`config.mk`:
```
export PLATFORM = sky130hd
export DESIGN_NAME = pipe_adder
export DESIGN_NICKNAME = d
export VERILOG_FILES = /design/src/rtl/pipe_adder_pkg.sv /design/src/rtl/pipe_adder_slice.sv /design/src/rtl/pipe_adder.sv
export SDC_FILE = /design/constraint.sdc
export NUM_CORES = 1
export LEC_CHECK = 0
export CAP_MARGIN = 20
export CORE_UTILIZATION = 59
export DETAILED_ROUTE_END_ITERATION = 7
export PLACE_DENSITY = 0.89
export SLEW_MARGIN = 10
export SYNTH_ARGS = -nofsm -noshare
export SYNTH_HDL_FRONTEND = slang
export SYNTH_SLANG_ARGS = --single-unit
```
`constraint.sdc`:
```
create_clock -name clk -period 9.1 [get_ports clk]
set_input_delay 0.91 -clock clk [delete_from_list [all_inputs] [get_ports clk]]
set_output_delay 0.91 -clock clk [all_outputs]
set_load 0.01 [all_outputs]
```
`src/rtl/pipe_adder_pkg.sv`:
```
// rtl/pipe_adder_pkg.sv - shared types and parameter check for pipe_adder
//
// Purpose: per-stage control record and the WIDTH/STAGES legality check used
// at elaboration time by pipe_adder.
// Ports: none (package).

package pipe_adder_pkg;

    // Control state carried by every pipeline stage.
    typedef struct packed {
        logic valid;
        logic carry;
    } stage_ctrl_t;

    // WIDTH must split into STAGES equal, non-empty slices.
    function automatic bit params_ok(input int width, input int stages);
        return (stages >= 1) && (stages <= width) && ((width % stages) == 0);
    endfunction

endpackage

```
`src/rtl/pipe_adder_slice.sv`:
```
// rtl/pipe_adder_slice.sv - combinational W-bit ripple-carry adder slice
//
// Purpose: one bit-slice of the pipelined adder, built as a chain of full adders.
// Ports:
//   a, b  in  W  slice operands
//   ci    in  1  carry into bit 0
//   s     out W  slice sum
//   co    out 1  carry out of bit W-1

module adder_slice #(
    parameter int W = 8
) (
    input  logic [W-1:0] a,
    input  logic [W-1:0] b,
    input  logic         ci,
    output logic [W-1:0] s,
    output logic         co
);

    logic c;

    always_comb begin
        s = '0;
        c = ci;
        for (int i = 0; i < W; i++) begin
            s[i] = a[i] ^ b[i] ^ c;
            c    = (a[i] & b[i]) | (c & (a[i] ^ b[i]));
        end
        co = c;
    end

endmodule

```
`src/rtl/pipe_adder.sv`:
```
// rtl/pipe_adder.sv - pipelined ripple-carry adder with valid/ready handshake
//
// Purpose: WIDTH-bit a + b + ci split into STAGES slices of CHUNK bits, one
// slice resolved per stage with the carry registered between stages.
// Optional macro PIPE_ADDER_SUB_EN adds a 'sub' input selecting a - b.
// Ports:
//   clk        in  1      rising-edge clock
//   rst        in  1      synchronous active-high reset
//   in_valid   in  1      a, b, ci (and sub) valid
//   in_ready   out 1      input accepted this cycle
//   a, b       in  WIDTH  unsigned operands
//   ci         in  1      carry-in (ignored when sub=1)
//   sub        in  1      only with PIPE_ADDER_SUB_EN: compute a + ~b + 1
//   out_valid  out 1      sum/co valid
//   out_ready  in  1      downstream accepts output
//   sum        out WIDTH  result modulo 2^WIDTH
//   co         out 1      carry out of bit WIDTH-1 (no-borrow when subtracting)

module pipe_adder
    import pipe_adder_pkg::*;
#(
    parameter int WIDTH  = 32,
    parameter int STAGES = 4
) (
    input  logic             clk,
    input  logic             rst,
    input  logic             in_valid,
    output logic             in_ready,
    input  logic [WIDTH-1:0] a,
    input  logic [WIDTH-1:0] b,
    input  logic             ci,
`ifdef PIPE_ADDER_SUB_EN
    input  logic             sub,
`endif
    output logic             out_valid,
    input  logic             out_ready,
    output logic [WIDTH-1:0] sum,
    output logic             co
);

    localparam int CHUNK = WIDTH / STAGES;

    if (!params_ok(WIDTH, STAGES)) begin : g_bad_params
        $error("pipe_adder: WIDTH must be a multiple of STAGES and 1 <= STAGES <= WIDTH");
    end

    // Operand B and carry-in as seen by stage 0. Subtraction inverts B once
    // here; downstream stages only ever see the already-inverted bits.
    logic [WIDTH-1:0] b_eff;
    logic             ci_eff;

`ifdef PIPE_ADDER_SUB_EN
    assign b_eff  = sub ? ~b : b;
    assign ci_eff = sub ? 1'b1 : ci;
`else
    assign b_eff  = b;
    assign ci_eff = ci;
`endif

    // Per-stage state exported from each generate block.
    logic             valid_w     [STAGES];
    logic             carry_w     [STAGES];
    logic [WIDTH-1:0] sum_w       [STAGES];
    logic [WIDTH-1:0] opa_w       [STAGES];
    logic [WIDTH-1:0] opb_w       [STAGES];
    logic             stage_ready [STAGES+1];

    assign stage_ready[STAGES] = out_ready;

    for (genvar k = 0; k < STAGES; k++) begin : g_stage
        stage_ctrl_t      ctrl_q;
        logic [WIDTH-1:0] sum_q;
        logic [WIDTH-1:0] opa_q;
        logic [WIDTH-1:0] opb_q;

        logic             up_valid;
        logic [CHUNK-1:0] slice_a;
        logic [CHUNK-1:0] slice_b;
        logic             slice_ci;
        logic [CHUNK-1:0] slice_s;
        logic             slice_co;
        logic [WIDTH-1:0] up_sum;
        logic [WIDTH-1:0] up_opa;
        logic [WIDTH-1:0] up_opb;

        if (k == 0) begin : g_head
            assign up_valid = in_valid;
            assign up_opa   = a;
            assign up_opb   = b_eff;
            assign up_sum   = '0;
            assign slice_ci = ci_eff;
        end else begin : g_body
            assign up_valid = valid_w[k-1];
            assign up_opa   = opa_w[k-1];
            assign up_opb   = opb_w[k-1];
            assign up_sum   = sum_w[k-1];
            assign slice_ci = carry_w[k-1];
        end

        assign slice_a = up_opa[k*CHUNK +: CHUNK];
        assign slice_b = up_opb[k*CHUNK +: CHUNK];

        adder_slice #(.W(CHUNK)) u_slice (
            .a  (slice_a),
            .b  (slice_b),
            .ci (slice_ci),
            .s  (slice_s),
            .co (slice_co)
        );

        // A stage can take new data when empty or when its contents move on.
        assign stage_ready[k] = !ctrl_q.valid || stage_ready[k+1];

        always_ff @(posedge clk) begin
            if (rst) begin
                ctrl_q <= '0;
                sum_q  <= '0;
                opa_q  <= '0;
                opb_q  <= '0;
            end else if (stage_ready[k]) begin
                ctrl_q.valid <= up_valid;
                if (up_valid) begin
                    ctrl_q.carry                 <= slice_co;
                    sum_q                        <= up_sum;
                    sum_q[k*CHUNK +: CHUNK]      <= slice_s;
                    opa_q                        <= up_opa;
                    opb_q                        <= up_opb;
                end
            end
        end

        assign valid_w[k] = ctrl_q.valid;
        assign carry_w[k] = ctrl_q.carry;
        assign sum_w[k]   = sum_q;
        assign opa_w[k]   = opa_q;
        assign opb_w[k]   = opb_q;
    end

    assign in_ready  = stage_ready[0];
    assign out_valid = valid_w[STAGES-1];
    assign sum       = sum_w[STAGES-1];
    assign co        = carry_w[STAGES-1];

endmodule

```
==> run summary, run 1 <==
The worst path required time came out at 9450 ps. The synthesized netlist devotes 0% of its cell area to XOR and XNOR gates. The final setup skew is 6.85 ps. The die area came out at 16000 um2.

The number of hold violations in the final report came out at 0. The global routing usage summed across all routing layers came out at 27.6%. The number of clock buffers inserted by TritonCTS came out at 17. The initial antenna violation count came out at 0. The reported max-cap violation count came out at 0. The share of total power in combinational logic is 10.8%. For this block, the via count after detailed routing is 7858.

The number of port buffers is 103. The count of cells along the worst register-to-register path is 12. The clock tree buffer depth is 2. The count of cells along the worst hold path is 2.

The count of state elements after synthesis is 184. The number of global-route vias before repair is 6950. Setup slack closes at 4700 ps. The measured slew at the worst slew-check pin is 1110 ps. The arrival time at the worst endpoint came out at 4750 ps. The number of resized instances in the post-cts repair step came out at 0. The final count of pins violating max slew is 0. The number of setup buffers added after CTS is 0. The power density normalized to cell area came out at 172 nW/um2. The period utilization came out at 48.4%.

The net count of the mapped netlist is 1119. The endpoint type of the worst setup path is a flop. The switching part of the total power is 24.7%.

The wire length of the first global-routing pass is 35400 um. Setup violations remaining at the end of the flow were counted as 0. Yosys printed 0 warnings.

The clock-pin slew of the registers on the worst-case setup and hold paths is 60 ps. The final layout contains 1134 nets. Summed over all cells, the static leakage comes to 3.50 nW. The upper clock frequency limit is 227 MHz. Timing analysis after detailed placement gives a worst setup slack of 4260 ps.

STA classifies the critical path startpoint as an input port. In this run the worst hold path is classified as flop to flop. Summed over all failing endpoints, the final setup total negative slack is 0 ps.

The wire length per cell came out at 17.7 um. Cell internal power was estimated by the tool at 1.38 mW. The post-detailed-route via-to-cell ratio is 6.37. The number of core rows is 45. In this run, post-CTS hold repair placed 0 buffers. The post-synthesis simple-gate area fraction is 22.0%. IR analysis of the VDD net gives a maximum drop of 0.000141 V.

TritonCTS built the clock tree. The most common cell after layout, fill and taps aside is dfxtp_1. The post-synthesis share of cell area spent on full adders, half adders and majority gates is 7.00%. The clock sink total came out at 184. Setup repair after global routing left no endpoint under its margin. Synthesis handed over a netlist of 1018 instances. The part of the total power dissipated in the clock network came out at 40.8%. The fraction of layout instances using a drive strength above 1 is 4.88%. The detail route stage leaves a number of antenna-violating nets equal to 0. The fraction of registers with async set/reset is 0%. Counting flops with a built-in enable in the synthesized netlist gives 0. In the layout the commonest cells are dfxtp_1, clkdlybuf4s50_1, a21oi_1.

The die boundary height is 127 um. The share of the synthesized area in compound gates (AO/OA/AOI/OAI) is 19.6%. The largest net degree at the start of global routing is 144. The flow ran to the end, and the final reports show no timing, DRC or antenna violations.

Summing every instance area after synthesis gives 9150 um2. Once detailed placement completed, the half-perimeter wirelength came to 13300 um. The post-layout minimum cycle time came out at 4400 ps. The number of detailed-routing iterations run before antenna repair came out at 6.

The worst setup path is of the input port to flop kind. The mux share of post-synthesis cell area came out at 3.94%. The count of unique library cells instantiated by Yosys is 32. The repair_antennas step left the layout with diodes totalling 0.

The clock root buffer master is clkbuf_16. The clock tree synthesis step divided the H-tree into 4 levels. Each instance of the synthesized netlist takes up on average 8.98 um2. The overall routed net length came out at 21900 um. The I/O pin count came out at 104. The layout-stage area growth over the synthesis result came out at 16.1%.

The DRC violation count after routing is 0. By area, the combinational part of the netlist is dominated by simple AND/OR/NAND/NOR gates. The starting DRC count in detailed routing came out at 956.

The initial cell density of the core is 60.4%. The total global routing overflow is 0. Registers are responsible for 48.4% of the overall power. For this run, the leading register cell type out of synthesis is dfxtp_1. The source-to-sink clock delay at the later pin of the worst-skew pair is 430 ps. The final RePlAce weighted congestion is 0.811. The width of the chip came out at 127 um. Of all nets on the critical path, the largest fanout is 1.

The switching power summed over all nets is 0.452 mW. The worst slew margin relative to its limit is 26.2%. Of the synthesized area, sequential elements account for 40.3%. The area of the placeable core is 15100 um2.
## sequential cells by signal, indices dropped and copies added, names as in the netlist
signal / count
g_stage.sum_q: 48
g_stage.slice_ci: 3
g_stage.opb_q: 48
out_valid: 1
g_stage.opa_q: 48
co: 1
g_stage.up_valid: 3
sum: 32
## final timing paths
kind	slack, ps	endpoint	from
max	4700	g_stage[0].sum_q[7]$_SDFFE_PP0P_	a[0]
min	470	g_stage[2].opb_q[31]$_SDFFE_PP0P_	g_stage[1].opb_q[31]$_SDFFE_PP0P_
max reg2reg	5110	g_stage[1].sum_q[15]$_SDFFE_PP0P_	g_stage[0].opa_q[8]$_SDFFE_PP0P_
min reg2reg	470	g_stage[2].opb_q[31]$_SDFFE_PP0P_	g_stage[1].opb_q[31]$_SDFFE_PP0P_
## final cells by class
class                           count  area [um2]
Multi-Input combinational cell    682        4810
Fill cell                        1161        4530
Sequential cell                   184        3690
Timing Repair Buffer              114        1150
Clock buffer                       23         488
Tap cell                          188         235
Inverter                           34         128
Clock inverter                      9         115
## power groups by stage
| stage | Combinational, mW | Sequential (mW) | Clock, mW |
|---|---|---|---|
| 2_1_floorplan | 0.135 | 0.883 | 0 |
| 3_3_place_gp | 0.185 | 0.899 | 0 |
| 3_5_place_dp | 0.192 | 0.901 | 0 |
| 4_1_cts | 0.193 | 0.883 | 0.750 |
| 5_1_grt | 0.216 | 0.889 | 0.785 |
| 6_report | 0.198 | 0.885 | 0.747 |
## per-layer routing
| metal | part of all wire [%] | GRT usage, % |
|---|---|---|
| met1 | 44 | 38.2 |
| met2 | 46 | 42.0 |
| met3 | 6.9 | 5.69 |
| met4 | 3.0 | 11.3 |
| met5 | 0 | 0 |
## logic make-up after synthesis
group	Yosys count
simple gates	322
fa+ha+maj	32
compound gates	292
flops	184
buf+inv	152
mux	36
## cells in the mapped netlist (all sizes together) (9+ instances only)
| cell | number | share of area (%) |
|---|---|---|
| clkbuf | 68 | 2.8 |
| nand2b | 73 | 5.0 |
| nand2 | 56 | 2.3 |
| o311ai | 54 | 5.2 |
| nand4b | 57 | 5.6 |
| nand3 | 76 | 4.2 |
| dfxtp | 184 | 40 |
| nor3b | 54 | 4.4 |
| fa | 32 | 7.0 |
| buf | 50 | 3.0 |
| a21oi | 90 | 5.0 |
| o21ai | 77 | 4.2 |
| a31oi | 54 | 3.7 |
| a211oi | 9 | 0.74 |
| mux2i | 36 | 3.9 |
| inv | 34 | 1.4 |
## stage by stage
stage	utilization, %	hold slack, ps	power [mW]	cells	area [um2]
4_1_cts	69.7	474	1.83	1232	10600
3_5_place_dp	65.7	461	1.09	1200	9960
3_3_place_gp	65.7	454	1.08	1200	9960
2_1_floorplan	-	428	1.02	1018	9150
5_1_grt	70.1	492	1.89	1234	10600
6_report	70.1	471	1.83	1234	10600
## worst max-delay path: stages
cell and delay (ps):
clkdlybuf4s50_1 430, fa_1 420, inv_1 70, fa_1 150
inv_1 50, fa_1 370, fa_1 390, fa_1 390
fa_1 390, fa_1 360, inv_1 70, fa_1 410
o211a_1 140, a211oi_1 190
(Power assumes the default switching activity.)
==> run 2, diff against run 1 <==
--- a/config.mk
+++ b/config.mk
@@ -6,9 +6,9 @@
 export NUM_CORES = 1
 export LEC_CHECK = 0
 export CAP_MARGIN = 20
-export CORE_UTILIZATION = 59
+export CORE_UTILIZATION = 57
 export DETAILED_ROUTE_END_ITERATION = 7
-export PLACE_DENSITY = 0.89
+export PLACE_DENSITY = 0.87
 export SLEW_MARGIN = 10
 export SYNTH_ARGS = -nofsm -noshare
 export SYNTH_HDL_FRONTEND = slang
==> constraint.sdc (replaced) <==
create_clock -name clk -period 4.5 [get_ports clk]
set_input_delay 0.45 -clock clk [delete_from_list [all_inputs] [get_ports clk]]
set_output_delay 0.45 -clock clk [all_outputs]
set_load 0.01 [all_outputs]
==> run summary, run 2 (synthesis gave the netlist of run 1 again) <==
The area taken by flip-flops and latches came out at 3690 um2 (unchanged). The final count of pins violating max slew is 0 (unchanged). The most common cell after layout, fill and taps aside is dfxtp_1 (unchanged). The final setup skew came out at 6.89 ps (was 6.85 ps).

The overall routed net length is 21700 um (was 21900 um). The clock tree buffer depth came out at 2 (unchanged). Largest registers in the final layout: g_stage.opa_q (48), g_stage.opb_q (48), g_stage.sum_q (48) (unchanged). The area used by multi-input combinational logic came out at 4810 um2 (about the same).

The layout-stage area growth over the synthesis result is 16.3% (was 16.1%). The upper clock frequency limit is 251 MHz. The clock-pin slew of the registers on the worst-case setup and hold paths is 60 ps (about the same). The post-route antenna net violation count is 0 (unchanged). The wire length of the first global-routing pass is 34800 um (was 35400 um). The source-to-sink clock delay at the later pin of the worst-skew pair was 430 ps (about the same). The die area came out at 16600 um2 (was 16000 um2).

The number of cells on the critical path was 14 (unchanged). The number of resized instances in the post-cts repair step is 0 (unchanged). The family of cells with the greatest summed delay on the critical path is adder cells (unchanged). The count of cells along the worst register-to-register path was 12 (unchanged). The endpoint type of the worst setup path is a flop (unchanged). The number of diodes is 0 (unchanged).

The power density normalized to cell area is 338 nW/um2 (was 172 nW/um2). The count of cells along the worst hold path is 2 (unchanged). The start point of the worst hold path is rst (was g_stage[1].opb_q[31]$_SDFFE_PP0P_). The detailed-route via count came to 7842 (was 7858).

The number of setup buffers added after CTS is 0 (unchanged). Unrepaired setup endpoints after global routing: no (unchanged). Series of cell instances along the critical path: clkdlybuf4s50_1, fa_1, inv_1, fa_1, inv_1, fa_1, fa_1, fa_1, fa_1, fa_1, inv_1, fa_1, o211a_1, a211oi_1 (unchanged). The worst path required time is 4840 ps (was 9450 ps). The slowest stage cell on the critical path is clkdlybuf4s50_1 (unchanged). The buffers plus inverters on the worst setup path is 4 (unchanged). The kind of launch point of the worst setup path is an input port (unchanged). The total global routing overflow came to 0 (unchanged). The arrival time at the worst endpoint came out at 4330 ps (was 4750 ps). The starting DRC count in detailed routing was 839 (was 956). Highest-count cells in the layout ignoring fill and taps: dfxtp_1, clkdlybuf4s50_1, a21oi_1 (unchanged). The initial antenna violation count came to 0 (unchanged). The design area is 10600 um2 (about the same). The type of the worst setup path was input port to flop (unchanged). The clock sink total is 184 (unchanged). The post-route setup TNS came to 0 ps (unchanged). The global routing usage summed across all routing layers was 26.6% (was 27.6%).

The most common cell type on the critical path was fa_1 (unchanged). The area of the placeable core came to 15400 um2 (was 15100 um2). The DRC violation count after routing is 0 (unchanged). The peak fanout along the critical path is 1 (unchanged). The measured slew at the worst slew-check pin is 1160 ps (was 1110 ps).

The number of hold violations in the final report is 0 (unchanged). The number of H-tree branching levels is 4 (unchanged). The number of global-route vias before repair is 6798 (was 6950). The die boundary height came out at 129 um (was 127 um).

The worst hold-check path type is input port to flop (was flop to flop). The static leakage power is 3.51 nW (was 3.50 nW). The number of nets in the layout is 1138 (was 1134). The largest vdd supply drop came out at 0.000290 V (was 0.000141 V).

The total power draw is 3.60 mW (was 1.83 mW). The worst slew margin relative to its limit is 22.9% (was 26.2%). The number of clock buffers inserted by TritonCTS came to 17 (unchanged). The number of core rows came out at 45 (unchanged). The reported max-cap violation count is 0 (unchanged). The wire length per cell came out at 17.2 um (was 17.7 um). The width of the chip came to 129 um (was 127 um). The total setup violations reported at the end of the flow came out at 0 (unchanged). The fraction of layout instances using a drive strength above 1 is 5.24% (was 4.88%).

The delay contributed by the slowest stage of the critical path is 430 ps (about the same). The period utilization came out at 88.6%. Counting I/O delays and the setup requirement, the final critical path takes 3990 ps. The number of fillers in the final layout is 1233 (was 1161). The I/O pin count is 104 (unchanged).

The largest net degree at the start of global routing was 322 (was 144). The startpoint of the worst-slack reg-to-reg timing path was g_stage[2].opa_q[24]$_SDFFE_PP0P_ (was g_stage[0].opa_q[8]$_SDFFE_PP0P_). Result of the run: finished, final reports clean (unchanged). The final RePlAce weighted congestion came out at 0.794 (was 0.811).

The number of port buffers was 103 (unchanged). The initial cell density of the core came to 59.3% (was 60.4%). The clock root buffer master is clkbuf_16 (unchanged).

The placed cell area came to 10000 um2 (was 9960 um2). The post-DP HPWL came out at 13600 um (was 13300 um). The total of hold buffers inserted after clock tree synthesis came out at 0 (unchanged). The number of detailed-routing iterations run before antenna repair came to 8 (was 6). The TritonCTS clock tree is built (unchanged). The launching instance or port of the critical path is a[0] (unchanged). The post-detailed-route via-to-cell ratio was 6.22 (was 6.37).
[run 2: cell count changes in the layout (fill, tap and decap cells not counted), sizes merged]
cell      previous run  this run
clkinv               1         6
clkbuf              23        19
bufinv               2         1
clkinvlp             5         4
buf                 13        17
[run 2: where the power goes]
part | total [mW] | internal, mW | switching (mW) | leakage, nW
logic | 0.418 | 0.200 | 0.217 | 1.74
clock network | 1.40 | 0.785 | 0.620 | 0.267
registers | 1.77 | 1.71 | 0.0644 | 1.50
total | 3.60 | 2.69 | 0.902 | 3.51
[run 2: final cells by class]
cell class,instances,share of cell area [%]
tap,211,2.48
timing repair buffer,118,11.2
inverter,34,1.20
clock inverter,12,0.964
clock buffer,19,4.26
multi-input combinational,682,45.2
sequential,184,34.7
[run 2: final timing paths]
| path | end | slack [ps] |
|---|---|---|
| worst max-delay path | g_stage[0].sum_q[7]$_SDFFE_PP0P_ | 510 |
| worst min-delay path | g_stage[0].opb_q[15]$_SDFFE_PP0P_ | 350 |
| worst max register to register | sum[31]$_SDFFE_PP0P_ | 630 |
| worst min register to register | sum[21]$_SDFFE_PP0P_ | 470 |
[run 2: stage by stage]
stage | worst slack [ps] | hold slack [ps] | util [%] | instances
2_1_floorplan | 690 | 428 | - | 1018
3_3_place_gp | 140 | 456 | 65.1 | 1227
3_5_place_dp | 74.2 | 459 | 65.1 | 1227
4_1_cts | 507 | 339 | 68.7 | 1258
5_1_grt | 370 | 347 | 69.0 | 1260
6_report | 513 | 349 | 69.0 | 1260
[run 2: per-layer routing]
layer,GRT usage (%),routed length (um)
met5,0,0
met4,9.34,504
met3,4.45,1370
met2,40.5,10000
met1,38.2,9750
==> run 3, diff against run 2 <==
--- a/config.mk
+++ b/config.mk
@@ -6,9 +6,9 @@
 export NUM_CORES = 1
 export LEC_CHECK = 0
 export CAP_MARGIN = 20
-export CORE_UTILIZATION = 57
+export CORE_UTILIZATION = 40
 export DETAILED_ROUTE_END_ITERATION = 7
-export PLACE_DENSITY = 0.87
+export PLACE_DENSITY = 0.66
 export SLEW_MARGIN = 10
 export SYNTH_ARGS = -nofsm -noshare
 export SYNTH_HDL_FRONTEND = slang
==> run summary, run 3 (synthesis gave the netlist of run 1 again) <==
Result of the run: finished, final reports clean (unchanged). The number of setup buffers added after CTS came out at 0 (unchanged). The number of port buffers came to 103 (unchanged). The number of core rows is 54 (was 45). The clock root buffer master is clkbuf_16 (unchanged). The starting DRC count in detailed routing came out at 619 (was 839). The static leakage power is 3.52 nW (was 3.51 nW). The die boundary height is 153 um (was 129 um). The number of nets in the layout came to 1139 (was 1138). The clock-pin slew of the registers on the worst-case setup and hold paths is 70 ps (was 60 ps). The worst slew margin relative to its limit was 33.8% (was 22.9%). The number of resized instances in the post-cts repair step is 0 (unchanged).

The placed cell count came out at 1298 (was 1227). Largest registers in the final layout: g_stage.opa_q (48), g_stage.opb_q (48), g_stage.sum_q (48) (unchanged). The placed cell area came out at 10200 um2 (was 10000 um2). The met1 track demand over resource in global routing is 27.3% (was 38.2%). The power density normalized to cell area is 337 nW/um2 (was 338 nW/um2). The clock tree buffer depth is 2 (unchanged). The overall routed net length came to 21800 um (was 21700 um).

The reported max-cap violation count came out at 0 (unchanged). The count of cells along the worst hold path came out at 2 (unchanged). The share of total power in combinational logic is 11.2% (was 11.6%). The die area is 23500 um2 (was 16600 um2).

The period utilization is 87.1% (was 88.6%). The area of the placeable core came out at 22100 um2 (was 15400 um2). The met3 global-route usage is 3.83% (was 4.45%). The wire length per cell is 16.4 um (was 17.2 um). The initial cell density of the core came out at 41.4% (was 59.3%). The number of diodes is 0 (unchanged). The largest net degree at the start of global routing is 188 (was 322).

The measured slew at the worst slew-check pin came out at 993 ps (was 1160 ps). The layout-stage area growth over the synthesis result is 17.3% (was 16.3%). The post-route antenna net violation count is 0 (unchanged).

The largest vdd supply drop is 0.000226 V (was 0.000290 V). The peak fanout along the critical path is 1 (unchanged). The detailed-route via count came to 7547 (was 7842). The portion of total power attributed to sequential cells was 49.1% (was 49.3%). The initial antenna violation count is 0 (unchanged). The source-to-sink clock delay at the later pin of the worst-skew pair is 440 ps (was 430 ps). The post-detailed-route via-to-cell ratio came out at 5.67 (was 6.22).

The type of the worst setup path was input port to flop (unchanged). The kind of launch point of the worst setup path is an input port (unchanged). The DRC violation count after routing came out at 0 (unchanged). The total global routing overflow is 0 (unchanged). The total of hold buffers inserted after clock tree synthesis came to 0 (unchanged). The worst-case register-to-register setup slack came to 600 ps (was 630 ps). The TritonCTS clock tree is built (unchanged). The final worst-path setup slack came to 579 ps (was 513 ps). The arrival time at the worst endpoint is 4270 ps (was 4330 ps). The number of clock buffers inserted by TritonCTS came out at 17 (unchanged). The post-DP HPWL came out at 13600 um (about the same).

The post-layout minimum cycle time is 3920 ps (was 3990 ps). The design area came out at 10700 um2 (was 10600 um2). The final core utilization came out at 48.6% (was 69.0%).

The final RePlAce weighted congestion is 0.747 (was 0.794). The fraction of met2 tracks used by global routing is 28.7% (was 40.5%). The final non-filler cell total is 1331 (was 1260).

The upper clock frequency limit came to 255 MHz (was 251 MHz). The worst flop-to-flop path endpoint is sum[31]$_SDFFE_PP0P_ (unchanged). The number of detailed-routing iterations run before antenna repair is 5 (was 8). The worst hold-check path type is flop to flop (was input port to flop).

The end point of the worst hold path is g_stage[0].sum_q[1]$_SDFFE_PP0P_ (was g_stage[0].opb_q[15]$_SDFFE_PP0P_). The post-route setup TNS was 0 ps (unchanged). The most used routing layer in global routing is met2 (unchanged). The count of cells along the worst register-to-register path is 12 (unchanged). The clock sink total is 184 (unchanged). The startpoint of the worst-slack reg-to-reg timing path is g_stage[2].opa_q[24]$_SDFFE_PP0P_ (unchanged). Unrepaired setup endpoints after global routing: no (unchanged). The width of the chip is 153 um (was 129 um). The launching instance or port of the critical path was a[0] (unchanged). The number of hold violations in the final report is 0 (unchanged).

The number of H-tree branching levels came out at 4 (unchanged). The part of the total power dissipated in the clock network is 39.8% (was 39.1%). The global routing usage summed across all routing layers came out at 18.9% (was 26.6%). The worst path required time came to 4850 ps (was 4840 ps).

The switching power summed over all nets came out at 0.982 mW (was 0.902 mW). The total setup violations reported at the end of the flow is 0 (unchanged). The start point of the worst hold path is g_stage[0].sum_q[1]$_SDFFE_PP0P_ (was rst). The pre-CTS setup slack came out at 99.3 ps (was 74.2 ps).

The final setup skew was 12.0 ps (was 6.89 ps). The internal power summed over all cells came out at 2.63 mW (was 2.69 mW). The number of global-route vias before repair came out at 6949 (was 6798). The I/O pin count is 104 (unchanged). Highest-count cells in the layout ignoring fill and taps: dfxtp_1, clkdlybuf4s50_1, a21oi_1 (unchanged). The fraction of layout instances using a drive strength above 1 came out at 5.42% (was 5.24%). The final count of pins violating max slew is 0 (unchanged). The most common cell after layout, fill and taps aside was dfxtp_1 (unchanged). The switching part of the total power was 27.2% (was 25.1%). The endpoint type of the worst setup path was a flop (unchanged). The wire length of the first global-routing pass came to 36100 um (was 34800 um).
-- run 3: cell count changes in the layout (fill, tap and decap cells not counted), sizes merged --
cell and delta:
bufinv -1, clkbuf -1, clkinv -4, clkinvlp -2, inv +10
-- run 3: worst max path at each step --
stage,endpoint
finish,g_stage[0].sum_q[7]$_SDFFE_PP0P_
global placement,g_stage[0].sum_q[7]$_SDFFE_PP0P_
global route,g_stage[0].sum_q[7]$_SDFFE_PP0P_
CTS,g_stage[0].sum_q[7]$_SDFFE_PP0P_
floorplan,g_stage[0].sum_q[7]$_SDFFE_PP0P_
detailed placement,g_stage[0].sum_q[7]$_SDFFE_PP0P_
-- run 3: worst max-delay path, stage by stage --
cell             delay, ps
clkdlybuf4s50_1        430
fa_1                   420
inv_1                   70
fa_1                   160
inv_1                   50
fa_1                   370
fa_1                   390
fa_1                   390
fa_1                   380
fa_1                   360
inv_1                   70
fa_1                   400
o211a_1                140
a211oi_1               200
-- run 3: final cells by class --
cell class	instances	area, um2
clock buffer	17	425
clock inverter	15	126
fill	2100	11400
inverter	34	128
multi-input combinational	682	4810
sequential	184	3690
tap	280	350
timing repair buffer	119	1200
-- run 3: metal layers --
layer	vias to the layer above	wire length, um
met4	0	235
met3	21	812
met2	162	9780
met1	3606	11000
li1	3758	-
met5	-	0
-- run 3: power groups by stage --
stage	Sequential (mW)	Combinational (mW)	Clock (mW)
2_1_floorplan	1.79	0.273	0
3_3_place_gp	1.81	0.395	0
5_1_grt	1.79	0.449	1.54
4_1_cts	1.77	0.402	1.46
6_report	1.77	0.404	1.44
3_5_place_dp	1.81	0.401	0
-- run 3: metrics by stage --
stage	hold WS [ps]	total power, mW
3_3_place_gp	446	2.20
4_1_cts	458	3.64
2_1_floorplan	428	2.06
6_report	459	3.62
5_1_grt	483	3.77
3_5_place_dp	445	2.21
